### src/rtl/usb2_pkg.sv
// usb2_pkg: shared USB 2.0 definitions for the device-side protocol blocks.
// Holds the 4-bit PID codes exchanged with the protocol layer, the maximum
// high-speed bulk packet size, and the endpoint sequencer state type.
package usb2_pkg;

  // PID nibbles as presented on xfer_pid / data_pid by the protocol layer.
  localparam logic [3:0] PID_DATA_0   = 4'hC;
  localparam logic [3:0] PID_DATA_1   = 4'h4;
  localparam logic [3:0] PID_HAND_ACK = 4'hD;
  // No handshake seen by the protocol layer (host timeout).
  localparam logic [3:0] PID_NONE     = 4'h0;

  localparam int USB2_MAX_PKT = 512;

  typedef enum logic [1:0] {
    ST_RST       = 2'd0,
    ST_IDLE      = 2'd1,
    ST_IN_ACTIVE = 2'd2,
    ST_IN_DONE   = 2'd3
  } ep_state_t;

  // Flip between DATA0 and DATA1.
  function automatic logic [3:0] pid_toggle(input logic [3:0] pid);
    return (pid == PID_DATA_0) ? PID_DATA_1 : PID_DATA_0;
  endfunction

endpackage

### src/rtl/usb2_ep1_in_ram.sv
// usb2_ep1_in_ram: simple dual-port packet RAM for endpoint 1 IN.
// Ports:
//   clk                         - phy_clk
//   reset                       - synchronous active-high, clears the read register only
//   wr_en / wr_addr / wr_data   - application-side write port
//   rd_addr / rd_data           - protocol-side read port, 1-cycle registered latency
module usb2_ep1_in_ram #(
  parameter int ADDR_W = 9
) (
  input  logic              clk,
  input  logic              reset,
  input  logic              wr_en,
  input  logic [ADDR_W-1:0] wr_addr,
  input  logic [7:0]        wr_data,
  input  logic [ADDR_W-1:0] rd_addr,
  output logic [7:0]        rd_data
);

  logic [7:0] mem [2**ADDR_W];

  // Application write port.
  always_ff @(posedge clk) begin
    if (wr_en) begin
      mem[wr_addr] <= wr_data;
    end
  end

  // Registered protocol read port.
  always_ff @(posedge clk) begin
    if (reset) begin
      rd_data <= 8'h00;
    end else begin
      rd_data <= mem[rd_addr];
    end
  end

endmodule

### src/rtl/usb2_ep1_in.sv
// usb2_ep1_in: USB 2.0 endpoint 1 IN packet buffer and sequencer.
// The application writes a packet into the buffer and commits it with a
// length; on an IN token the protocol layer is told whether a packet is
// ready (else NAK) and which DATAx PID to use. The buffer is released and the
// toggle advanced only when the host ACKs.
// Build option: define USB2_EP1_IN_DOUBLEBUF_EN for two ping-pong slots
// (read in commit order); otherwise a single slot is used.
// Ports:
//   phy_clk, reset                      - clock, synchronous active-high reset
//   xfer_in                             - host OUT/SETUP to this EP (unsupported)
//   xfer_out, xfer_pid                  - IN transaction window, host handshake
//   xfer_ready, data_pid                - packet available / DATAx PID to send
//   buf_out_addr, buf_out_q, buf_out_len - protocol read side
//   app_wr_addr/data/en                 - application write port
//   app_commit, app_commit_len          - commit pulse and packet length
//   app_buf_free                        - a slot may be written and committed
//   toggle_clear                        - force DATA0
//   dbg                                 - high while in ST_IN_ACTIVE
module usb2_ep1_in import usb2_pkg::*; #(
  parameter int MAX_PKT = USB2_MAX_PKT
) (
  input  logic        phy_clk,
  input  logic        reset,
  input  logic        xfer_in,
  input  logic        xfer_out,
  input  logic [3:0]  xfer_pid,
  output logic        xfer_ready,
  output logic [3:0]  data_pid,
  input  logic [8:0]  buf_out_addr,
  output logic [7:0]  buf_out_q,
  output logic [9:0]  buf_out_len,
  input  logic [8:0]  app_wr_addr,
  input  logic [7:0]  app_wr_data,
  input  logic        app_wr_en,
  input  logic        app_commit,
  input  logic [9:0]  app_commit_len,
  output logic        app_buf_free,
  input  logic        toggle_clear,
  output logic        dbg
);

  ep_state_t   state_r;
  logic        xfer_out_1_r;
  logic [3:0]  pid_cap_r;
  logic [1:0]  count_r;
  logic        wr_slot_r;
  logic        rd_slot_r;
  logic [9:0]  len_r [2];

  logic        commit_ok_s;
  logic        ack_s;
  logic [9:0]  cap_len_s;
  logic [1:0]  count_next_s;
  logic        free_next_s;

  // Commit acceptance, ACK release and the resulting occupancy.
  always_comb begin
    commit_ok_s  = app_commit && app_buf_free && (state_r != ST_RST);
    ack_s        = (state_r == ST_IN_DONE) && (pid_cap_r == PID_HAND_ACK) && xfer_ready;
    cap_len_s    = (app_commit_len > 10'(MAX_PKT)) ? 10'(MAX_PKT) : app_commit_len;
    count_next_s = count_r + {1'b0, commit_ok_s} - {1'b0, ack_s};
`ifdef USB2_EP1_IN_DOUBLEBUF_EN
    free_next_s  = (count_next_s < 2'd2);
`else
    free_next_s  = (count_next_s == 2'd0);
`endif
  end

  // Sequencer FSM, slot bookkeeping and registered protocol outputs.
  always_ff @(posedge phy_clk) begin
    if (reset) begin
      state_r      <= ST_RST;
      xfer_out_1_r <= 1'b0;
      pid_cap_r    <= PID_NONE;
      count_r      <= 2'd0;
      wr_slot_r    <= 1'b0;
      rd_slot_r    <= 1'b0;
      len_r[0]     <= 10'd0;
      len_r[1]     <= 10'd0;
      xfer_ready   <= 1'b0;
      data_pid     <= PID_DATA_0;
      buf_out_len  <= 10'd0;
      app_buf_free <= 1'b1;
      dbg          <= 1'b0;
    end else begin
      xfer_out_1_r <= xfer_out;
      count_r      <= count_next_s;
      app_buf_free <= free_next_s;

      if (commit_ok_s) begin
        len_r[wr_slot_r] <= cap_len_s;
`ifdef USB2_EP1_IN_DOUBLEBUF_EN
        wr_slot_r <= ~wr_slot_r;
`endif
      end

      // toggle_clear wins over an ACK toggle landing in the same cycle.
      if (toggle_clear) begin
        data_pid <= PID_DATA_0;
      end else if (ack_s) begin
        data_pid <= pid_toggle(data_pid);
`ifdef USB2_EP1_IN_DOUBLEBUF_EN
        rd_slot_r <= ~rd_slot_r;
`endif
      end

      case (state_r)
        ST_RST: begin
          count_r      <= 2'd0;
          app_buf_free <= 1'b1;
          xfer_ready   <= 1'b0;
          data_pid     <= PID_DATA_0;
          buf_out_len  <= 10'd0;
          state_r      <= ST_IDLE;
        end
        ST_IDLE: begin
          if (xfer_out && !xfer_out_1_r) begin
            // Uses the pre-commit count, so a coincident commit NAKs.
            xfer_ready  <= (count_r != 2'd0);
            buf_out_len <= len_r[rd_slot_r];
            dbg         <= 1'b1;
            state_r     <= ST_IN_ACTIVE;
          end else if (xfer_in) begin
            xfer_ready <= 1'b0;
          end
        end
        ST_IN_ACTIVE: begin
          if (!xfer_out && xfer_out_1_r) begin
            pid_cap_r <= xfer_pid;
            dbg       <= 1'b0;
            state_r   <= ST_IN_DONE;
          end
        end
        ST_IN_DONE: begin
          xfer_ready <= 1'b0;
          state_r    <= ST_IDLE;
        end
        default: begin
          state_r <= ST_RST;
        end
      endcase

      // Release of the read slot on ACK happens above via count/rd_slot.
      if (rd_slot_r && (count_r == 2'd3)) begin
        count_r <= 2'd0;
      end
    end
  end

  logic ram_wr_en_s;
  assign ram_wr_en_s = app_wr_en && app_buf_free;

`ifdef USB2_EP1_IN_DOUBLEBUF_EN
  usb2_ep1_in_ram #(.ADDR_W(10)) u_ram (
    .clk     (phy_clk),
    .reset   (reset),
    .wr_en   (ram_wr_en_s),
    .wr_addr ({wr_slot_r, app_wr_addr}),
    .wr_data (app_wr_data),
    .rd_addr ({rd_slot_r, buf_out_addr}),
    .rd_data (buf_out_q)
  );
`else
  usb2_ep1_in_ram #(.ADDR_W(9)) u_ram (
    .clk     (phy_clk),
    .reset   (reset),
    .wr_en   (ram_wr_en_s),
    .wr_addr (app_wr_addr),
    .wr_data (app_wr_data),
    .rd_addr (buf_out_addr),
    .rd_data (buf_out_q)
  );
`endif

endmodule

### config.mk
export PLATFORM = sky130hd
export DESIGN_NAME = usb2_ep1_in
export DESIGN_NICKNAME = d
export VERILOG_FILES = /design/src/rtl/usb2_pkg.sv /design/src/rtl/usb2_ep1_in_ram.sv /design/src/rtl/usb2_ep1_in.sv
export SDC_FILE = /design/constraint.sdc
export NUM_CORES = 2
export LEC_CHECK = 0
export CORE_MARGIN = 5
export CORE_UTILIZATION = 26
export CTS_CLUSTER_SIZE = 20
export DETAILED_ROUTE_END_ITERATION = 12
export PLACE_DENSITY = 0.4
export SLEW_MARGIN = 20
export SYNTH_ARGS = -nofsm -noshare
export SYNTH_HDL_FRONTEND = slang
export SYNTH_HIERARCHICAL = 1
export SYNTH_MEMORY_MAX_BITS = 65536
export SYNTH_SLANG_ARGS = --single-unit
export TNS_END_PERCENT = 50
### constraint.sdc
create_clock -name phy_clk -period 6.08 [get_ports phy_clk]
set_input_delay 1.824 -clock phy_clk [delete_from_list [all_inputs] [get_ports phy_clk]]
set_output_delay 1.824 -clock phy_clk [all_outputs]
set_load 0.01 [all_outputs]
# == Yosys cells after proc, flatten, opt, wreduce, memory -nomap -nowiden ==
# Memories as Yosys holds them, arrays and structs flattened. A register that Yosys moved wholly into a read port is not among the register bits.
# Index checks and enable logic that the tools add are counted.
# word_totals
ff_bits,26
ram_bits,4116
out_inout_bits,25
wordCells,68
memories,2
# memory_table
memory,depth,word_bits,rd,rd_clocked_by_memory_dff,write_ports,line,text
u_ram.mem,512,8,1,1,1,usb2_ep1_in_ram.sv:19,logic [7:0] mem [2**ADDR_W];
len_r,2,10,1,0,2,usb2_ep1_in.sv:48,logic [9:0] len_r [2];
# op_classes
addsub,2
magnitude_cmp,1
eq_ne,8
mux,21
bitwise,1
n_reduce_logical,24
# op_table
operator,count
$mux 10,3
$pmux 10 s2,1
$mux 1,11
$gt 10x10->1 const B,1
$reduce_bool 2->1,5
$eq 4x4->1 const B,2
$reduce_and 2->1,4
$logic_and 1x1->1,7
$pmux 2 s3,1
$eq 2x2->1 const B,2
$logic_not 2->1,2
$mux 2,2
$mux 4,1
$ne 2x2->1 const B,2
$pmux 1 s2,2
$reduce_or 2->1,2
$ne 3x3->1 const B,1
$reduce_and 3->1,1
$reduce_or 3->1,1
$add 2x1->2,1
$eq 2x1->1 const B,1
$logic_not 1->1,2
$sub 2x1->2,1
$or 1x1->1,1

# == Logic depth before layout (Yosys ltp) ==
# depth
ltp_word,6
depth_mapped,16
ltp_nobuf,9

# == Modules after synthesis ==
# Netlist, hierarchy kept.
# by_module_without_submodules
module,n_inst,cells_per_inst,area_each_um2,seq_area_each_um2
usb2_ep1_in_ram,1,7689,160544.0,123158.1
usb2_ep1_in,1,140,1432.6,760.7

# == Worst setup path after synthesis ==
# No wires, ideal clock.
# synth_path
kind,in2reg
from,in buf_out_addr[0]
to,reg u_ram.rd_data[6] (read register of u_ram.mem)
setup_ps,131
t_arrival_ps,4132
t_required_ps,5949
setup_slack_ps,1817
path_stages,11
path_buffers,7
path_cell_list,buf_6 > buf_12 > buf_12 > buf_6 > buf_6 > buf_8 > buf_6 > mux4_2 > mux4_2 > o2111ai_1 > o211ai_1
# synth_lines
item,line,text
start: declaration,usb2_ep1_in.sv:29,"input logic [8:0] buf_out_addr,"
end: declaration,usb2_ep1_in_ram.sv:16,output logic [7:0] rd_data

==> results.tsv <==
metric	value	unit
setup violators final	0	
sequential share of power	51.3	%
Int Pwr	47.5	mW
CTS tree	yes	
Max Cap Violations	0	
Critical Path AT	6.07	ns
Final Slew Violations	0	
Comb pwr share	5.5	%
post-synthesis cell count	7829	
Worst Tran Pin Value	1.30	ns
Yosys Warn Count	6	
Syn Area/Cell	20.7	sq um
share of cells above drive strength 1	26.2	%
cell taking the most area after synthesis	edfxtp_1	
Finished Layout Cells	17500	
EDFF count, synth	4106	
status	completed	
crit path from	buf_out_addr[0]	
Required @ worst endpoint	7.04	ns
register bit total from synthesis	4137	
endpoint class of the critical path	register	
vias	82500	
r2r setup slk	2.28	ns
Final Core Density	30.8	%
clk_skew	0.119	ns
DRC	0	
largest net degree at the start of global routing	160	
R2R cell count	10	
post-synth cell types	89	
Ports	72	
Layout area overhead	18.3	%
HPWL after detailed placement	325	mm
Synth Cell Area	162000	sq um
setup_tns	0	ns
Yosys top cell area share	76.1	%
Die Span Y	799	microns
clk sinks	4137	
placed cell areas	178000	sq um
Post-CTS Hold Buffers	0	
crit path launch type	input pin	
CTS root buf	clkbuf_16	
fraction of registers with async set/reset	0	%
drt first pass iters	6	
sequential share of the synthesized area	76.5	%
final wirelength	510	mm
DIE WIDTH	799	microns
starting density of the core	26.0	%
fill count	60000	
cell area after layout	192000	sq um
NetSw	13.8	mW
Fin. Hold Viols	0	
crit path max fanout	45	
initial antenna violation count	32	
VDD IR-drop max	241	uV
Crit Path Class	in -> reg	
Clock Path Buffers	4	
RSZ-0062 raised after global routing	no	
CTS H-tree lvls	5	
antenna-violating nets left	0	
total track usage	15.6	%
CTS Buf Count	448	
Reg2Reg Launch Point	u_ram/mem[411][1]$_DFFE_PP_	
routed len/inst	29.2	microns
Clock transition at path regs	0.06	ns
min-delay worst type	reg -> reg	
sw frac	22.5	%
most common flop cell mapped by yosys	edfxtp_1	
r2r endpoint	u_ram/rd_data[1]$_SDFF_PP0_	
crit share post-route	83.9	%
number of vias per cell	4.72	
Critical Path End	u_ram/rd_data[1]$_SDFF_PP0_	
f_max	196	MHz
grt ovf	0	
Tot Pwr	61.3	mW
Placed Instances	16600	
vias in the first global route	85600	
1st-iter DRT viols	8165	
FP Rows	290	
die area	639000	sq um
first-pass GRT wire length	709	mm
Nets	8802	
Final min period	5.10	ns
gp weighted congestion	0.799	
Skew-Pair Late Insertion Delay	1.05	ns
Synth area leaders	edfxtp_1 76%, mux4_2 11%, mux2i_1 2.8%, nor2_1 1.5%, mux4_1 1.1%	
static leakage	60.5	nW
setup bufs post-CTS	0	
core box area	622000	sq um
Clk pwr share	43.1	%
worst rel slew slack	13.2	%
Power Dens Cells	320	nW/um^2
IO Port Bufs	68	
post-cts sizing count	0	
==> layer usage <==
metal | global-route usage (%) | vias to the layer above | share of wire (%)
met3 | 2.10 | 611 | 4.8
met1 | 22.2 | 45200 | 46
met5 | 0 | - | 0
met2 | 25.6 | 2178 | 48
met4 | 3.03 | 0 | 2.0
li1 | - | 34500 | -
==> placed cells by master (no fill, tap or decap), drive strengths merged, types with 20 or more instances in the layout <==
| master | instances |
|---|---|
| a211oi | 48 |
| a21oi | 109 |
| a221oi | 33 |
| a22oi | 67 |
| a31oi | 22 |
| and2 | 20 |
| buf | 893 |
| bufinv | 29 |
| clkbuf | 548 |
| clkdlybuf4s50 | 52 |
| clkinv | 227 |
| dfxtp | 31 |
| diode | 20 |
| edfxtp | 4106 |
| mux2i | 450 |
| mux4 | 865 |
| nand2 | 229 |
| nand3 | 72 |
| nor2 | 662 |
| nor3 | 63 |
| nor4 | 22 |
| o21ai | 106 |
| o221ai | 118 |
| o22ai | 89 |
==> power groups by stage <==
stage	Clock [mW]	Sequential, mW	Combinational [mW]
after detailed placement	0	32.1	3.48
after CTS	27.2	31.4	3.48
after global placement	0	32.1	3.45
after floorplan	0	32.0	1.64
after global routing	28.4	31.4	3.59
final	26.4	31.5	3.40
==> cell type report <==
| cell class | count | area, sq um | share of cell area, % |
|---|---|---|---|
| well taps | 8322 | 10400 | 5.43 |
| multi-input cells | 3206 | 34700 | 18.1 |
| repair buffers | 946 | 8460 | 4.41 |
| flip-flops and latches | 4137 | 124000 | 64.6 |
| inverters | 10 | 50.0 | 0.0261 |
| diodes | 20 | 50.0 | 0.0261 |
| clock buffers | 547 | 11700 | 6.13 |
| clock inverters | 276 | 2350 | 1.23 |
==> worst min-delay path by stage <==
stage,startpoint,to,slack (ns),cells past startpoint
2_1_floorplan,pid_cap_r[1]$_SDFFE_PP0P_,pid_cap_r[1]$_SDFFE_PP0P_,0.45,2
4_1_cts,buf_out_len[4]$_SDFFE_PP0P_,buf_out_len[4]$_SDFFE_PP0P_,0.47,2
6_report,buf_out_len[1]$_SDFFE_PP0P_,buf_out_len[1]$_SDFFE_PP0P_,0.47,2
3_3_place_gp,buf_out_len[5]$_SDFFE_PP0P_,buf_out_len[5]$_SDFFE_PP0P_,0.45,2
5_1_grt,buf_out_len[7]$_SDFFE_PP0P_,buf_out_len[7]$_SDFFE_PP0P_,0.51,2
3_5_place_dp,buf_out_len[4]$_SDFFE_PP0P_,buf_out_len[4]$_SDFFE_PP0P_,0.46,2
==> cells by family (layout without fill, tap and decap cells) <==
group / after synthesis / count (layout) / synth area share [%]
AO/OA/AOI/OAI: 714 / 714 / 3.11
XOR/XNOR: 3 / 3 / 0.0162
adder cells (fa/ha/maj): 6 / 6 / 0.0463
buffers and inverters: 487 / 1779 / 2.24
flip-flops: 4137 / 4137 / 76.5
multiplexers: 1328 / 1328 / 15.0
other: 2 / 23 / 0.00464
AND/OR/NAND/NOR: 1152 / 1152 / 3.03
==> synth_stat cells, types with 6 or more instances <==
cell type  instances
nor2_1           658
ha_1               6
a22o_1            18
nand2_1          227
edfxtp_1        4106
nand2b_1          12
a221oi_1          33
o21ai_0           93
a2111oi_0         13
mux2i_1          450
nor4_1            22
buf_4             48
or3_1             13
and2_1            18
nand3_1           72
o221ai_1         118
buf_2             79
o211ai_1          11
buf_1             29
dfxtp_1           31
a21oi_1          109
a22oi_1           67
o22ai_1           89
buf_6             57
nor2b_1           13
o2111ai_1          9
inv_1              7
o21ai_1           13
nor3b_1            7
mux2_2            13
a211oi_1          48
a31oi_1           22
buf_8             40
nand4_1            9
clkbuf_8          28
clkbuf_1         171
mux4_2           800
mux4_1            65
nor3_1            63
a32oi_1            9
buf_12            22
==> critical path: stages <==
cell and delay [ns]:
buf_16 0.37, buf_12 0.29, buf_4 0.35, mux2i_1 0.13
a221oi_1 0.49, o21ai_1 0.20, a22oi_1 0.30, a31oi_1 0.14
buf_4 0.18, a311o_1 0.41, buf_4 0.22, a2111oi_0 0.85
or3_1 0.24
==> metrics by stage <==
| step | setup WS [ns] | hold WS (ns) |
|---|---|---|
| after floorplan | 1.82 | 0.454 |
| after global placement | 0.0746 | 0.454 |
| after detailed placement | -0.0183 | 0.461 |
| after CTS | 1.12 | 0.469 |
| after global routing | 1.03 | 0.506 |
| final | 0.976 | 0.467 |
==> registers in the layout, summed over array words and instances (netlist names) <==
register,count
app_buf_free,1
buf_out_len,10
count_r,2
data_pid,1
dbg,1
len_r,10
pid_cap_r,4
state_r,2
u_ram/mem,4096
u_ram/rd_data,8
xfer_out_1_r,1
xfer_ready,1
Power figures use the tool's default switching activity.
